==> config.mk <==
export PLATFORM = sky130hd
export DESIGN_NAME = sseg_scan_driver
export DESIGN_NICKNAME = d
export VERILOG_FILES = /design/src/rtl/sseg_pkg.sv /design/src/rtl/sseg_slot_timer.sv /design/src/rtl/sseg_scan_driver.sv
export SDC_FILE = /design/constraint.sdc
export NUM_CORES = 1
export LEC_CHECK = 0
export BUFFER_PORTS_ARGS = -buffer_cell sky130_fd_sc_hd__buf_2
export CORE_AREA = 4 4 135 137
export DETAILED_ROUTE_END_ITERATION = 10
export DIE_AREA = 0 0 139 141
export GPL_TIMING_DRIVEN = 1
export PLACE_DENSITY = 0.78
export SETUP_SLACK_MARGIN = 0.4
export SYNTH_ARGS = -nofsm -noshare
export SYNTH_HDL_FRONTEND = slang
export SYNTH_SLANG_ARGS = --single-unit
==> constraint.sdc <==
create_clock -name clk -period 3.63 [get_ports clk]
set_input_delay 0.1815 -clock clk [delete_from_list [all_inputs] [get_ports clk]]
set_output_delay 0.1815 -clock clk [all_outputs]
set_load 0.005 [all_outputs]
==> src/rtl/sseg_pkg.sv <==
// Shared constants and helpers for the seven-segment scan driver.
package sseg_pkg;

    // All segments off (active-low).
    localparam logic [6:0] SEG_BLANK = 7'h7F;

    // Active-low {g,f,e,d,c,b,a} patterns, entry n = glyph for hex digit n.
    localparam logic [15:0][6:0] SEG_TABLE = {
        7'h0E, 7'h06, 7'h21, 7'h46, 7'h03, 7'h08, 7'h10, 7'h00,
        7'h78, 7'h02, 7'h12, 7'h19, 7'h30, 7'h24, 7'h79, 7'h40
    };

    function automatic logic [6:0] hex_to_seg(input logic [3:0] nibble);
        return SEG_TABLE[nibble];
    endfunction

    // Digit index width; a single-digit display still gets a 1-bit index.
    function automatic int IDX_W(input int num_digits);
        return (num_digits <= 1) ? 1 : $clog2(num_digits);
    endfunction

endpackage

==> src/rtl/sseg_slot_timer.sv <==
// Refresh slot counter and digit index for the scan driver.
// tick ends a digit slot; wrap ends the last digit's slot (end of frame).
module sseg_slot_timer
    import sseg_pkg::*;
#(
    parameter int NUM_DIGITS  = 8,
    parameter int REFRESH_DIV = 100000
) (
    input  logic                        clk_i,
    input  logic                        reset_i,
    output logic [IDX_W(NUM_DIGITS)-1:0] idx_o,
    output logic                        tick_o,
    output logic                        wrap_o
);

    localparam int IW = IDX_W(NUM_DIGITS);
    localparam int CW = $clog2(REFRESH_DIV);

    logic [CW-1:0] cnt_q, cnt_d;
    logic [IW-1:0] idx_q, idx_d;

    // Next count/index: advance the digit at the end of each slot.
    always_comb begin
        cnt_d  = cnt_q + 1'b1;
        idx_d  = idx_q;
        tick_o = (cnt_q == CW'(REFRESH_DIV - 1));
        wrap_o = tick_o && (idx_q == IW'(NUM_DIGITS - 1));
        if (tick_o) begin
            cnt_d = '0;
            idx_d = wrap_o ? '0 : idx_q + 1'b1;
        end
    end

    // Counter and index registers.
    always_ff @(posedge clk_i) begin
        if (reset_i) begin
            cnt_q <= '0;
            idx_q <= '0;
        end else begin
            cnt_q <= cnt_d;
            idx_q <= idx_d;
        end
    end

    assign idx_o = idx_q;

endmodule

==> src/rtl/sseg_scan_driver.sv <==
// Time-multiplexed seven-segment driver with frame-aligned double buffering.
// Optional leading-zero blanking: define SSEG_LZ_BLANK_EN.
module sseg_scan_driver
    import sseg_pkg::*;
#(
    parameter int NUM_DIGITS  = 8,
    parameter int REFRESH_DIV = 100000
) (
    input  logic                    clk,
    input  logic                    reset,
    input  logic [4*NUM_DIGITS-1:0] hex_in,
    input  logic [NUM_DIGITS-1:0]   dp_in,
    input  logic [NUM_DIGITS-1:0]   digit_en,
    input  logic                    load,
    output logic [6:0]              sseg,
    output logic [NUM_DIGITS-1:0]   AN,
    output logic                    DP,
    output logic                    frame_done
);

    localparam int IW = IDX_W(NUM_DIGITS);

    logic [IW-1:0] idx, idx_next;
    logic          tick, wrap;

    sseg_slot_timer #(
        .NUM_DIGITS  (NUM_DIGITS),
        .REFRESH_DIV (REFRESH_DIV)
    ) u_timer (
        .clk_i   (clk),
        .reset_i (reset),
        .idx_o   (idx),
        .tick_o  (tick),
        .wrap_o  (wrap)
    );

    logic [4*NUM_DIGITS-1:0] stage_hex_q, stage_hex_d, shadow_hex_q, shadow_hex_d;
    logic [NUM_DIGITS-1:0]   stage_dp_q, stage_dp_d, shadow_dp_q, shadow_dp_d;
    logic [NUM_DIGITS-1:0]   stage_en_q, stage_en_d, shadow_en_q, shadow_en_d;
    logic                    pending_q, pending_d;
    logic [NUM_DIGITS-1:0]   en_eff;
    logic [6:0]              sseg_q, sseg_d;
    logic [NUM_DIGITS-1:0]   an_q, an_d;
    logic                    dp_q, dp_d, fd_q;

    // Index the outputs will show after this edge (mirrors the timer step).
    always_comb begin
        idx_next = idx;
        if (tick) idx_next = wrap ? '0 : idx + 1'b1;
    end

    // Stage on load; promote to shadow only at a frame wrap. A load landing on
    // the wrap goes straight to the shadow so no stale frame is shown.
    always_comb begin
        stage_hex_d  = stage_hex_q;
        stage_dp_d   = stage_dp_q;
        stage_en_d   = stage_en_q;
        shadow_hex_d = shadow_hex_q;
        shadow_dp_d  = shadow_dp_q;
        shadow_en_d  = shadow_en_q;
        pending_d    = pending_q;
        if (load) begin
            stage_hex_d = hex_in;
            stage_dp_d  = dp_in;
            stage_en_d  = digit_en;
            pending_d   = 1'b1;
        end
        if (wrap) begin
            if (load) begin
                shadow_hex_d = hex_in;
                shadow_dp_d  = dp_in;
                shadow_en_d  = digit_en;
                pending_d    = 1'b0;
            end else if (pending_q) begin
                shadow_hex_d = stage_hex_q;
                shadow_dp_d  = stage_dp_q;
                shadow_en_d  = stage_en_q;
                pending_d    = 1'b0;
            end
        end
    end

`ifdef SSEG_LZ_BLANK_EN
    // Keep a digit only if it or some higher digit is significant; digit 0 always kept.
    always_comb begin
        logic seen;
        seen   = 1'b0;
        en_eff = '0;
        for (int k = NUM_DIGITS - 1; k >= 0; k--) begin
            seen = seen | (shadow_en_d[k] &
                           ((shadow_hex_d[4*k +: 4] != 4'h0) | shadow_dp_d[k]));
            en_eff[k] = shadow_en_d[k] & (seen | (k == 0));
        end
    end
`else
    // Every enabled digit is shown as-is.
    assign en_eff = shadow_en_d;
`endif

    // Decode the digit that will be lit after this edge.
    always_comb begin
        sseg_d = SEG_BLANK;
        an_d   = '1;
        dp_d   = 1'b1;
        for (int k = 0; k < NUM_DIGITS; k++) begin
            if ((IW'(k) == idx_next) && en_eff[k]) begin
                sseg_d = hex_to_seg(shadow_hex_d[4*k +: 4]);
                an_d[k] = 1'b0;
                dp_d   = ~shadow_dp_d[k];
            end
        end
    end

    // Buffers and pin registers.
    always_ff @(posedge clk) begin
        if (reset) begin
            stage_hex_q  <= '0;
            stage_dp_q   <= '0;
            stage_en_q   <= '0;
            shadow_hex_q <= '0;
            shadow_dp_q  <= '0;
            shadow_en_q  <= '0;
            pending_q    <= 1'b0;
            sseg_q       <= SEG_BLANK;
            an_q         <= '1;
            dp_q         <= 1'b1;
            fd_q         <= 1'b0;
        end else begin
            stage_hex_q  <= stage_hex_d;
            stage_dp_q   <= stage_dp_d;
            stage_en_q   <= stage_en_d;
            shadow_hex_q <= shadow_hex_d;
            shadow_dp_q  <= shadow_dp_d;
            shadow_en_q  <= shadow_en_d;
            pending_q    <= pending_d;
            sseg_q       <= sseg_d;
            an_q         <= an_d;
            dp_q         <= dp_d;
            fd_q         <= wrap;
        end
    end

    assign sseg       = sseg_q;
    assign AN         = an_q;
    assign DP         = dp_q;
    assign frame_done = fd_q;

endmodule

==> out/qor.yml <==
synth-edff-count: 0
finalHoldViolations: 1
grt_pass1_wl_mm: 36.85
period_share_pct: 87.37
gr-usage-met3_pct: 4.783
clockBufferDepth: 2
avgSynthCellArea_um2: 8.480
vias_per_cell: 5.923
syn_nets: 1086
n_fill_cell: 1442
cts_max_level: 4
syn_area_um2: 8335
fin_tns_setup_ns: 0
drive_above_1_share_pct: 23.20
cts_tree: "yes"
required_ns: 3.98
worst_pin_slew_ns: 1.053
synth_cells: 983
gr-max-usage-layer: "met2"
die_height_um: 141
cp-end-kind: "register"
ant_nets: 0
area_delta_synth_final_pct: 21.30
slew_headroom_pct: 29.03
hold_depth: 3
leakagePower_nw: 4.119
use_met1_pct: 29.99
drt_pass1_iterations: 5
fin_cells: 1307
drtIter0Drc: 732
clk_pin_slew_worst_paths_ns: 0.06
io_pins: 68
timing_worst_setup_path_type: "register to register"
power_density_nw_per_um2: 362.0
final_common_cell: "nor2_1"
grt_pass1_vias: 7344
ctsRootBufferMaster: "clkbuf_16"
fin_nets: 1173
drc_errors: 0
cts_inserted_buffers: 17
die_w_um: 139
vias: 7742
port_buffers: 67
wl_per_cell_um: 17.90
finalSetupViolations: 0
ys.warnings.count: 0
fmax_mhz: 315.3
clk_latency_ns: 0.44
dp_hpwl_mm: 15.91
ys_dominant_reg_cell: "dfxtp_1"
antenna_found_initial: 0
skew_ns: 0.008881
maxSlewViolCount: 0
cts.sinks: 134
setup_slack_ns: 0.4583
pre_cts_slack_ns: 0.1194
track_usage_pct: 22.81
wl_mm: 23.40
start_util_pct: 48.87
synth_seq_cells: 134
final_cell_mix: "nor2_1, dfxtp_1, buf_2"
grt_start_max_net_pins: 67
met2_usage_pct: 37.64
crit_fanout: 7
multi_input_area_um2: 5485
crit_arrival_ns: 3.53
ir_drop_uv: 355.5
hold_path_class: "input port to register"
die-area_um2: 19600
period_minus_slack_ns: 3.172
synth.distinct_cells: 84
cap_violations: 0
diodes: 0
place_congestion: 0.9050
seq_area_frac_synth_pct: 32.18
failed_checks: "negative hold slack"
start_kind: "register"
r2r_cells: 13
rows: 48
regArea_um2: 2689
grt_overflow: 0
timing.hold.ws_ns: -0.002051
status: "complete, but fails checks"
place_inst: 1254
grt_setup_unrepaired: "true"
core_region_area_um2: 17060
synthArstFlopShare_pct: 0
worst paths after layout:
kind,start,endpoint,slack [ns]
hold / removal,hex_in[16],stage_hex_q[16],-0.002
setup reg to reg,u_timer.cnt_q[0],sseg[3],0.46
hold reg to reg,u_timer.cnt_q[0],u_timer.cnt_q[0],0.43
setup / recovery,u_timer.cnt_q[0],sseg[3],0.46
worst max-delay path: stages, from the launching register on:
cell	delay, ns
dfxtp_2	0.34
ha_2	0.19
and4_4	0.26
and4_4	0.37
buf_12	0.16
a21oi_1	0.06
or3_4	0.44
ha_1	0.31
inv_1	0.08
mux2i_1	0.09
mux2i_1	0.22
o21ai_0	0.11
a211o_1	0.28
a32oi_1	0.19
layout make-up:
cell class	instances	area share [%]
Clock buffer	19	4.480
Clock inverter	12	1.968
Inverter	29	1.077
Multi-Input combinational cell	756	54.25
Sequential cell	134	26.59
Tap cell	225	2.784
Timing Repair Buffer	132	8.848
cells in the mapped netlist, types with 7 or more instances:
cell type    n  area, um2
dfxtp_1    134       2683
a211o_1      9      78.83
inv_1       29      108.9
a21oi_1     54      270.3
a221oi_1    17      148.9
nor4_1      10      62.56
a31oi_1      8      50.05
nand3_1     36      180.2
a22o_1      10      87.58
and3_1      10      62.56
a221oi_2     9      135.1
ha_1        52      650.6
mux2i_1     64      640.6
xnor2_1     12      105.1
nand4_1      8      50.05
or3_1       22      137.6
buf_4        8      60.06
nor3_1      30      150.1
nor2b_1      9      56.30
buf_2       23      115.1
o21ai_0     34      170.2
and2_1      10      62.56
nor2_1     151      566.8
o211ai_1     9      67.56
nand2b_1    24      150.1
xor2_1       7      61.31
clkbuf_1    29      108.9
nand2_1     50      187.7
o221ai_1     8      70.07
per-layer routing:
metal  part of all wire [%]  up-vias
met5                      0        -
met4                    1.9        0
met1                     45     3672
met3                    6.0       46
li1                       -     3751
met2                     47      273
sequential cells by signal, indices dropped and copies added, names as in the netlist, 8 cells and up:
register	flops
stage_dp_q	8
u_timer.cnt_q	17
shadow_hex_q	32
stage_hex_q	32
shadow_dp_q	8
stage_en_q	8
AN	8
shadow_en_q	8
power breakdown:
group          internal [mW]  switching, mW
registers               1.51         0.0222
clock network           1.25          0.700
logic                 0.0743          0.104
total                   2.83          0.827
cell families (layout without fill, tap and decap cells):
| family | count (synthesis) | in the layout | share of synthesized area (%) |
|---|---|---|---|
| buf+inv | 93 | 192 | 5.254 |
| compound gates | 223 | 223 | 20.55 |
| flops | 134 | 134 | 32.18 |
| xor+xnor | 19 | 19 | 1.996 |
| mux | 72 | 72 | 8.871 |
| fa+ha+maj | 52 | 52 | 7.805 |
| simple gates | 390 | 390 | 23.34 |
per-stage QoR:
stage          util [%]  power (mW)  cell area [um2]  hold WS (ns)
6_report          59.28       3.660            10110     -0.002051
5_1_grt           59.28       3.748            10110       0.01291
4_1_cts           57.18       3.656             9753     0.0004816
3_5_place_dp      52.66       1.728             8981        0.4467
3_3_place_gp      52.66       1.725             8981        0.4300
2_1_floorplan         -       1.660             8353        0.3283
what timing repair did:
action	CTS	global route
gates cloned	0	2
pin swaps	2	12
hold buffers	3	0
buffers inserted	4	13
setup endpoints to repair	8	8
gates resized for setup	17	50
endpoints found under the hold margin	3	0
(Power assumes the default switching activity.)
